==> src/rtl/sfp_row_ctrl.sv <==
// sfp_row_ctrl: row sequencer for the softmax-normalisation datapath.
// Per row it reads one psum vector, then pulses acc, then div, then writes
// the normalised vector to the output SRAM. The psum read port is shared
// with the core and arbitrated through psum_req/psum_gnt.
// Optional feature macro: SFP_ROW_CTRL_PERF_EN adds the stall_cnt output.
module sfp_row_ctrl #(
    parameter int addr_bw = 4,
    parameter int cnt_bw  = 4
) (
    input  logic               clk,
    input  logic               reset,
    input  logic               start,
    input  logic [cnt_bw-1:0]  rows_m1,
    input  logic [addr_bw-1:0] rd_base,
    input  logic [addr_bw-1:0] wr_base,
    input  logic               psum_gnt,
    output logic               psum_req,
    output logic               psum_ren,
    output logic [addr_bw-1:0] psum_addr,
    output logic [1:0]         inst,
    output logic               out_wen,
    output logic [addr_bw-1:0] out_addr,
    output logic               busy,
    output logic               done
`ifdef SFP_ROW_CTRL_PERF_EN
    ,
    output logic [15:0]        stall_cnt
`endif
);

    typedef enum logic [2:0] {
        IDLE,
        RD,
        ACC,
        DIV,
        WR,
        FIN
    } state_t;

    state_t state, state_nxt;

    logic [cnt_bw-1:0]  row;
    logic [cnt_bw-1:0]  rows_m1_q;
    logic [addr_bw-1:0] rd_base_q;
    logic [addr_bw-1:0] wr_base_q;
    logic               last_row;

    assign last_row = (row == rows_m1_q);

    // State register.
    always_ff @(posedge clk) begin
        if (reset) begin
            state <= IDLE;
        end else begin
            state <= state_nxt;
        end
    end

    // Job parameters are captured on launch; row advances after each write.
    always_ff @(posedge clk) begin
        if (reset) begin
            row       <= '0;
            rows_m1_q <= '0;
            rd_base_q <= '0;
            wr_base_q <= '0;
        end else if (state == IDLE) begin
            if (start) begin
                row       <= '0;
                rows_m1_q <= rows_m1;
                rd_base_q <= rd_base;
                wr_base_q <= wr_base;
            end
        end else if (state == WR && !last_row) begin
            row <= row + 1'b1;
        end
    end

    // Next-state logic; RD stalls until the read port is granted.
    always_comb begin
        state_nxt = state;
        case (state)
            IDLE: if (start) state_nxt = RD;
            RD:   if (psum_gnt) state_nxt = ACC;
            ACC:  state_nxt = DIV;
            DIV:  state_nxt = WR;
            WR:   state_nxt = last_row ? FIN : RD;
            FIN:  state_nxt = IDLE;
            default: state_nxt = IDLE;
        endcase
    end

    // Output decode of the registered state; only psum_ren also follows the grant.
    always_comb begin
        psum_req  = 1'b0;
        psum_ren  = 1'b0;
        psum_addr = '0;
        inst      = 2'b00;
        out_wen   = 1'b0;
        out_addr  = '0;
        busy      = 1'b0;
        done      = 1'b0;
        case (state)
            RD: begin
                psum_req  = 1'b1;
                psum_ren  = psum_gnt;
                psum_addr = rd_base_q + addr_bw'(row);
                busy      = 1'b1;
            end
            ACC: begin
                inst = 2'b10;
                busy = 1'b1;
            end
            DIV: begin
                inst = 2'b01;
                busy = 1'b1;
            end
            WR: begin
                out_wen  = 1'b1;
                out_addr = wr_base_q + addr_bw'(row);
                busy     = 1'b1;
            end
            FIN: begin
                done = 1'b1;
            end
            default: ;
        endcase
    end

`ifdef SFP_ROW_CTRL_PERF_EN
    // Count ungranted read-request cycles per job, saturating.
    always_ff @(posedge clk) begin
        if (reset) begin
            stall_cnt <= '0;
        end else if (state == IDLE && start) begin
            stall_cnt <= '0;
        end else if (state == RD && !psum_gnt && stall_cnt != '1) begin
            stall_cnt <= stall_cnt + 16'd1;
        end
    end
`endif

endmodule
==> config.mk <==
export PLATFORM = sky130hd
export DESIGN_NAME = sfp_row_ctrl
export DESIGN_NICKNAME = d
export VERILOG_FILES = /design/src/rtl/sfp_row_ctrl.sv
export SDC_FILE = /design/constraint.sdc
export NUM_CORES = 1
export LEC_CHECK = 0
export ABC_CLOCK_PERIOD_IN_PS = 5000
export BUFFER_PORTS_ARGS = -buffer_cell sky130_fd_sc_hd__buf_2
export CORE_AREA = 2 2 61 86
export CTS_BUF_LIST = sky130_fd_sc_hd__clkbuf_16
export DETAILED_ROUTE_END_ITERATION = 12
export DIE_AREA = 0 0 63 88
export GPL_TIMING_DRIVEN = 0
export RECOVER_POWER = 50
export SYNTH_ARGS = -nofsm -noshare
export SYNTH_HDL_FRONTEND = slang
export SYNTH_SLANG_ARGS = --single-unit
==> constraint.sdc <==
create_clock -name clk -period 5 [get_ports clk]
set_clock_uncertainty 0.1 [all_clocks]
set_input_delay 0.5 -clock clk [delete_from_list [all_inputs] [get_ports clk]]
set_output_delay 0.5 -clock clk [all_outputs]
set_load 0.02 [all_outputs]
## Word-level counts from Yosys, hierarchy flattened

Cells that the tools add are included.

- Register bits after elaboration: 19
- Bits in latches: 0
- Bits in writable memories: 0
- ROM bits: 0
- Input port bits: 16
- Output and inout port bits: 15
- Logic and storage cells: 39
- Memories kept: 0

- $add $sub $neg: 3
- Multiply operators: 0
- Div/mod/pow operators: 0
- $lt $le $gt $ge: 0
- Equality and inequality tests: 8
- Shifts and indexed selects: 0
- Muxes and demuxes: 15
- Bitwise operators: 0
- Reduce and logical (&&, ||, !) cells: 8

Operators by type and width:

| operator | number |
|---|---|
| $mux 4 | 5 |
| $pmux 3 s5 | 1 |
| $mux 3 | 3 |
| $add 4x4->4 | 2 |
| $eq 3x2->1 const B | 2 |
| $eq 3x3->1 const B | 2 |
| $reduce_and 2->1 | 3 |
| $mux 1 | 5 |
| $add 4x1->4 const B | 1 |
| $eq 4x4->1 | 1 |
| $ne 2x2->1 const B | 2 |
| $pmux 2 s2 | 1 |
| $reduce_or 4->1 | 1 |
| $eq 3x1->1 const B | 1 |
| $logic_not 3->1 | 1 |
| $reduce_bool 2->1 | 1 |
| $logic_and 1x1->1 | 1 |
| $logic_not 1->1 | 1 |

## Logic depth before layout (Yosys ltp)

- Depth in word-level cells: 5
- Gate-level depth with buffers: 7

## Worst setup path after synthesis

Ideal clock, no wire load.

- Kind: reg2out
- From: reg row[1]
- To: out out_addr[3]
- Arrival: 1.439 ns
- Slack: 2.961 ns
- Stages on the path, launching flop included: 6
- Path buffers: 0
- Cells stage by stage: dfxtp_1 -> ha_1 -> a21o_1 -> a21oi_1 -> xnor2_1 -> nor2_1

- Longest elaborated chain between the ends: 2

Ends and longest elaborated chain:

| what | RTL line | source |
|---|---|---|
| from (decl) | 42 | `logic [cnt_bw-1:0] row;` |
| from (signal assigned) | 74 | `row <= row + 1'b1;` |
| $add 4x4->4 | 119 | `out_addr = wr_base_q + addr_bw'(row);` |
| $mux 4 | 102 | `case (state)` |
| to (decl) | 22 | `output logic [addr_bw-1:0] out_addr,` |

Every way passes these cells.

## Worst setup path in the final report

Same ends and word-level chain as after synthesis.

==> flow_summary.html <==
<table>
<tr><th>Metric</th><th>Value</th></tr>
<tr><th colspan="2">Setup path</th></tr>
<tr><td>Reg-to-reg endpoint</td><td>row[3]$_SDFFE_PP0P_</td></tr>
<tr><td>Worst setup startpoint</td><td>row[1]$_SDFFE_PP0P_</td></tr>
<tr><td>Data arrival time of the worst path</td><td>1820 ps</td></tr>
<tr><td>Path type of the worst setup path</td><td>reg2out</td></tr>
<tr><td>Flop2flop setup slack</td><td>2840 ps</td></tr>
<tr><td>Launching element type of the critical path</td><td>flop</td></tr>
<tr><td>Top fanout value on the critical path</td><td>8</td></tr>
<tr><td>Number of cells on the worst reg-to-reg path</td><td>4</td></tr>
<tr><td>Critical path capture point</td><td>out_addr[3]</td></tr>
<tr><td>Worst reg2reg startpoint</td><td>row[1]$_SDFFE_PP0P_</td></tr>
<tr><td>Critical Path End Type</td><td>output pin</td></tr>
<tr><td>Required time of the critical path</td><td>4400 ps</td></tr>
<tr><th colspan="2">STA</th></tr>
<tr><td>Tmin final</td><td>2420 ps</td></tr>
<tr><td>Hold Vio Cnt, Final</td><td>0</td></tr>
<tr><td>Max-slew violation total from the final report</td><td>0</td></tr>
<tr><td># setup viols final</td><td>0</td></tr>
<tr><td>Worst rel slew slack</td><td>38.0%</td></tr>
<tr><td>Post-route setup slack</td><td>2580 ps</td></tr>
<tr><td>RSZ-0062 raised after global routing</td><td>no</td></tr>
<tr><td>Setup_tns</td><td>0 ps</td></tr>
<tr><td>Transition time at the pin with the least slew margin</td><td>917 ps</td></tr>
<tr><td>Period Utilization, post-route</td><td>48.4%</td></tr>
<tr><td>Max Freq</td><td>413 MHz</td></tr>
<tr><th colspan="2">Routing</th></tr>
<tr><td>DR iter-0 viols</td><td>46</td></tr>
<tr><td>Drt wl/cell</td><td>11.4 um</td></tr>
<tr><td>Final wirelength</td><td>2.65 mm</td></tr>
<tr><td>DR pass1 iterations</td><td>4</td></tr>
<tr><td>Via count</td><td>991</td></tr>
<tr><td>Post-route antenna net violation count</td><td>0</td></tr>
<tr><td>Number of vias per cell after detailed routing</td><td>4.27</td></tr>
<tr><td>Residual DRC</td><td>0</td></tr>
<tr><th colspan="2">Final layout</th></tr>
<tr><td>Count of non-filler cells in the finished layout</td><td>232</td></tr>
<tr><td>Final core occ</td><td>29.4%</td></tr>
<tr><td>Fill cell count</td><td>544</td></tr>
<tr><td>Synthesis-to-finish area growth</td><td>25.6%</td></tr>
<tr><td>Share of final-layout standard cells stronger than drive strength 1</td><td>20.2%</td></tr>
<tr><td>Final cell area excluding filler cells</td><td>1400 um^2</td></tr>
<tr><td>Final layout net count</td><td>194</td></tr>
<tr><td>Antenna Cells</td><td>0</td></tr>
<tr><th colspan="2">Placed design</th></tr>
<tr><td>Port Buffers</td><td>30</td></tr>
<tr><td>Weighted congestion at the end of routability-driven global placement</td><td>0.791</td></tr>
<tr><td>Post-Place Cell Area</td><td>1350 um^2</td></tr>
<tr><td>Post-Place Worst Slack</td><td>2850 ps</td></tr>
<tr><td>Post-detailed-placement half-perimeter wirelength</td><td>1.98 mm</td></tr>
<tr><td># placed instances</td><td>228</td></tr>
<tr><th colspan="2">Global routing</th></tr>
<tr><td>Highest-utilization routing layer at the global route stage</td><td>met2</td></tr>
<tr><td>Overall Global Routing Usage</td><td>10.7%</td></tr>
<tr><td>Vias in the first global route</td><td>1001</td></tr>
<tr><td>Global-route wire length before repair</td><td>4.58 mm</td></tr>
<tr><td>Maximum number of pins on one net before global-route repair</td><td>11</td></tr>
<tr><td>Antenna violations before repair</td><td>0</td></tr>
<tr><td>Met2 demand-to-capacity share in global routing</td><td>17.8%</td></tr>
<tr><td>Met1 usage</td><td>12.8%</td></tr>
<tr><td>Total congestion overflow after global routing</td><td>0</td></tr>
<tr><td>Global-route met3 utilization</td><td>2.44%</td></tr>
<tr><th colspan="2">Floorplanning</th></tr>
<tr><td>Boundary Pins</td><td>31</td></tr>
<tr><td>Die span in y</td><td>88 um</td></tr>
<tr><td>Placeable core region</td><td>4770 um^2</td></tr>
<tr><td>Width of the die</td><td>63 um</td></tr>
<tr><td>Starting density of the core</td><td>23.4%</td></tr>
<tr><td>Core Rows</td><td>30</td></tr>
<tr><td>Die ar.</td><td>5540 um^2</td></tr>
<tr><th colspan="2">Synth</th></tr>
<tr><td>Post-Syn Area per Cell</td><td>8.33 um^2</td></tr>
<tr><td>Number of nets produced by synthesis</td><td>159</td></tr>
<tr><td>Number of cells produced by synthesis</td><td>134</td></tr>
<tr><td>Fraction of registers with async set/reset</td><td>0%</td></tr>
<tr><td>Number of enable flip-flop cells after synthesis</td><td>0</td></tr>
<tr><td>Post-synthesis instance area</td><td>1120 um^2</td></tr>
<tr><td>Number of unique standard cell types used by synthesis</td><td>34</td></tr>
<tr><td>Most instantiated flip-flop cell in the synthesis netlist</td><td>sky130_fd_sc_hd__dfxtp_1</td></tr>
<tr><td>Number of warnings reported in the yosys synthesis log</td><td>0</td></tr>
<tr><td>Register bit count reported by yosys</td><td>19</td></tr>
<tr><td>Proportion of synthesized chip area in sequential cells</td><td>34.1%</td></tr>
<tr><th colspan="2">Outcome</th></tr>
<tr><td>Status</td><td>finished clean</td></tr>
<tr><th colspan="2">Power and ir drop</th></tr>
<tr><td>Areal power density over the cells</td><td>281 nW/um^2</td></tr>
<tr><td>Leakage</td><td>0.000648 uW</td></tr>
<tr><td>Worst vdd ir</td><td>0.0000938 V</td></tr>
<tr><th colspan="2">Clocking</th></tr>
<tr><td>Number of gates resized after cts</td><td>0</td></tr>
<tr><td>Post-CTS Repair Setup Buffers</td><td>0</td></tr>
<tr><td>Library cell used as clock root buffer</td><td>sky130_fd_sc_hd__clkbuf_16</td></tr>
<tr><td>Count of clock tree sinks</td><td>19</td></tr>
<tr><td>Number of buffers created by CTS</td><td>3</td></tr>
<tr><td>Number of buffers on the longest clock path</td><td>2</td></tr>
<tr><td>Clock input transition at the sequential cells of the worst setup and hold paths</td><td>50 ps</td></tr>
<tr><td>CTS HTree Levels</td><td>1</td></tr>
<tr><td>Clock Latency Late Sink</td><td>250 ps</td></tr>
<tr><td>CTS tree</td><td>built</td></tr>
<tr><td>Hold-fix buffer count after cts</td><td>0</td></tr>
<tr><th colspan="2">Worst hold path</th></tr>
<tr><td>Kind of path behind the tightest hold check</td><td>reg2reg</td></tr>
<tr><td>Hold path startpoint</td><td>rd_base_q[0]$_SDFFE_PP0P_</td></tr>
<tr><th colspan="2">Flow run</th></tr>
<tr><td>Reported max-cap violation count</td><td>0</td></tr>
</table>
==> final cells by class <==
| type | count | area [um^2] | share of cell area [%] |
|---|---|---|---|
| buffer | 6 | 22.5 | 1.61 |
| clock buffer | 3 | 75.1 | 5.36 |
| clock inverter | 1 | 3.75 | 0.268 |
| inverter | 4 | 16.3 | 1.16 |
| multi-input combinational | 105 | 676 | 48.2 |
| sequential | 19 | 380 | 27.1 |
| tap | 64 | 80.1 | 5.71 |
| timing repair buffer | 30 | 148 | 10.5 |
==> worst min-delay path by stage <==
stage	slack (ps)	endpoint	cells after the start
after floorplan	340	rd_base_q[0]$_SDFFE_PP0P_	2
final	360	rd_base_q[0]$_SDFFE_PP0P_	2
after CTS	360	rd_base_q[0]$_SDFFE_PP0P_	2
after detailed placement	350	rd_base_q[0]$_SDFFE_PP0P_	2
after global placement	350	wr_base_q[0]$_SDFFE_PP0P_	2
after global routing	390	wr_base_q[0]$_SDFFE_PP0P_	2
==> layer usage <==
| layer | wire length (um) | vias to the layer above |
|---|---|---|
| li1 | - | 527 |
| met1 | 1210 | 437 |
| met2 | 1270 | 22 |
| met3 | 103 | 5 |
| met4 | 68 | 0 |
| met5 | 0 | - |
==> flip-flops by register name, indices dropped and copies added (netlist names) <==
register	cells
row	4
rows_m1_q	4
rd_base_q	4
wr_base_q	4
state	3
==> worst max-delay path: stages (launching register included) <==
cell and delay (ps):
sky130_fd_sc_hd__dfxtp_1 570, sky130_fd_sc_hd__ha_1 310, sky130_fd_sc_hd__a21o_1 160, sky130_fd_sc_hd__a21oi_1 160, sky130_fd_sc_hd__xnor2_1 90, sky130_fd_sc_hd__nor2_1 110
sky130_fd_sc_hd__buf_2 180
==> cells by family after synthesis <==
| family | synth area share, % |
|---|---|
| and+or+nand+nor | 25.9 |
| AOI/OAI and AO/OA | 15.0 |
| DFF | 34.1 |
| xor gates and xnor gates | 8.63 |
| buffers and inverters | 4.04 |
| adders and majority gates | 11.4 |
| muxes | 0.897 |
==> cells in the mapped netlist, drive strengths merged (3+ instances only) <==
cell type	instances	area [um^2]
nor3b	4	30.0
xnor2	7	61.3
ha	7	87.6
nand2	25	93.8
nand3	4	20.0
inv	3	11.3
dfxtp	19	380
nor2	9	41.3
buf	3	17.5
xor2	4	35.0
a21oi	18	90.1
clkbuf	3	11.3
and2	6	37.5
==> cells in the final DEF, fill, tap and decap left out, types with 2 or more instances in the layout <==
cell type,instances
sky130_fd_sc_hd__clkbuf_1,8
sky130_fd_sc_hd__and2_1,5
sky130_fd_sc_hd__a21oi_1,18
sky130_fd_sc_hd__inv_1,4
sky130_fd_sc_hd__nand2_1,25
sky130_fd_sc_hd__or3_1,2
sky130_fd_sc_hd__xnor2_1,7
sky130_fd_sc_hd__ha_1,7
sky130_fd_sc_hd__a21o_1,2
sky130_fd_sc_hd__nor2_1,9
sky130_fd_sc_hd__nor3b_1,4
sky130_fd_sc_hd__fa_1,2
sky130_fd_sc_hd__xor2_1,4
sky130_fd_sc_hd__dfxtp_1,19
sky130_fd_sc_hd__clkbuf_16,3
sky130_fd_sc_hd__nand3_1,4
sky130_fd_sc_hd__buf_2,28
==> through the flow <==
step / hold slack (ps) / total power (uW)
finish: 360 / 393
global route: 387 / 415
CTS: 360 / 401
detailed placement: 353 / 237
global placement: 351 / 236
floorplan: 340 / 215
==> power breakdown <==
group | switching (uW) | internal [uW] | leakage (uW)
logic | 39.1 | 24.6 | 0.000450
registers | 6.87 | 160 | 0.000155
clock network | 56.0 | 106 | 0.0000423
Power figures use the tool's default switching activity.
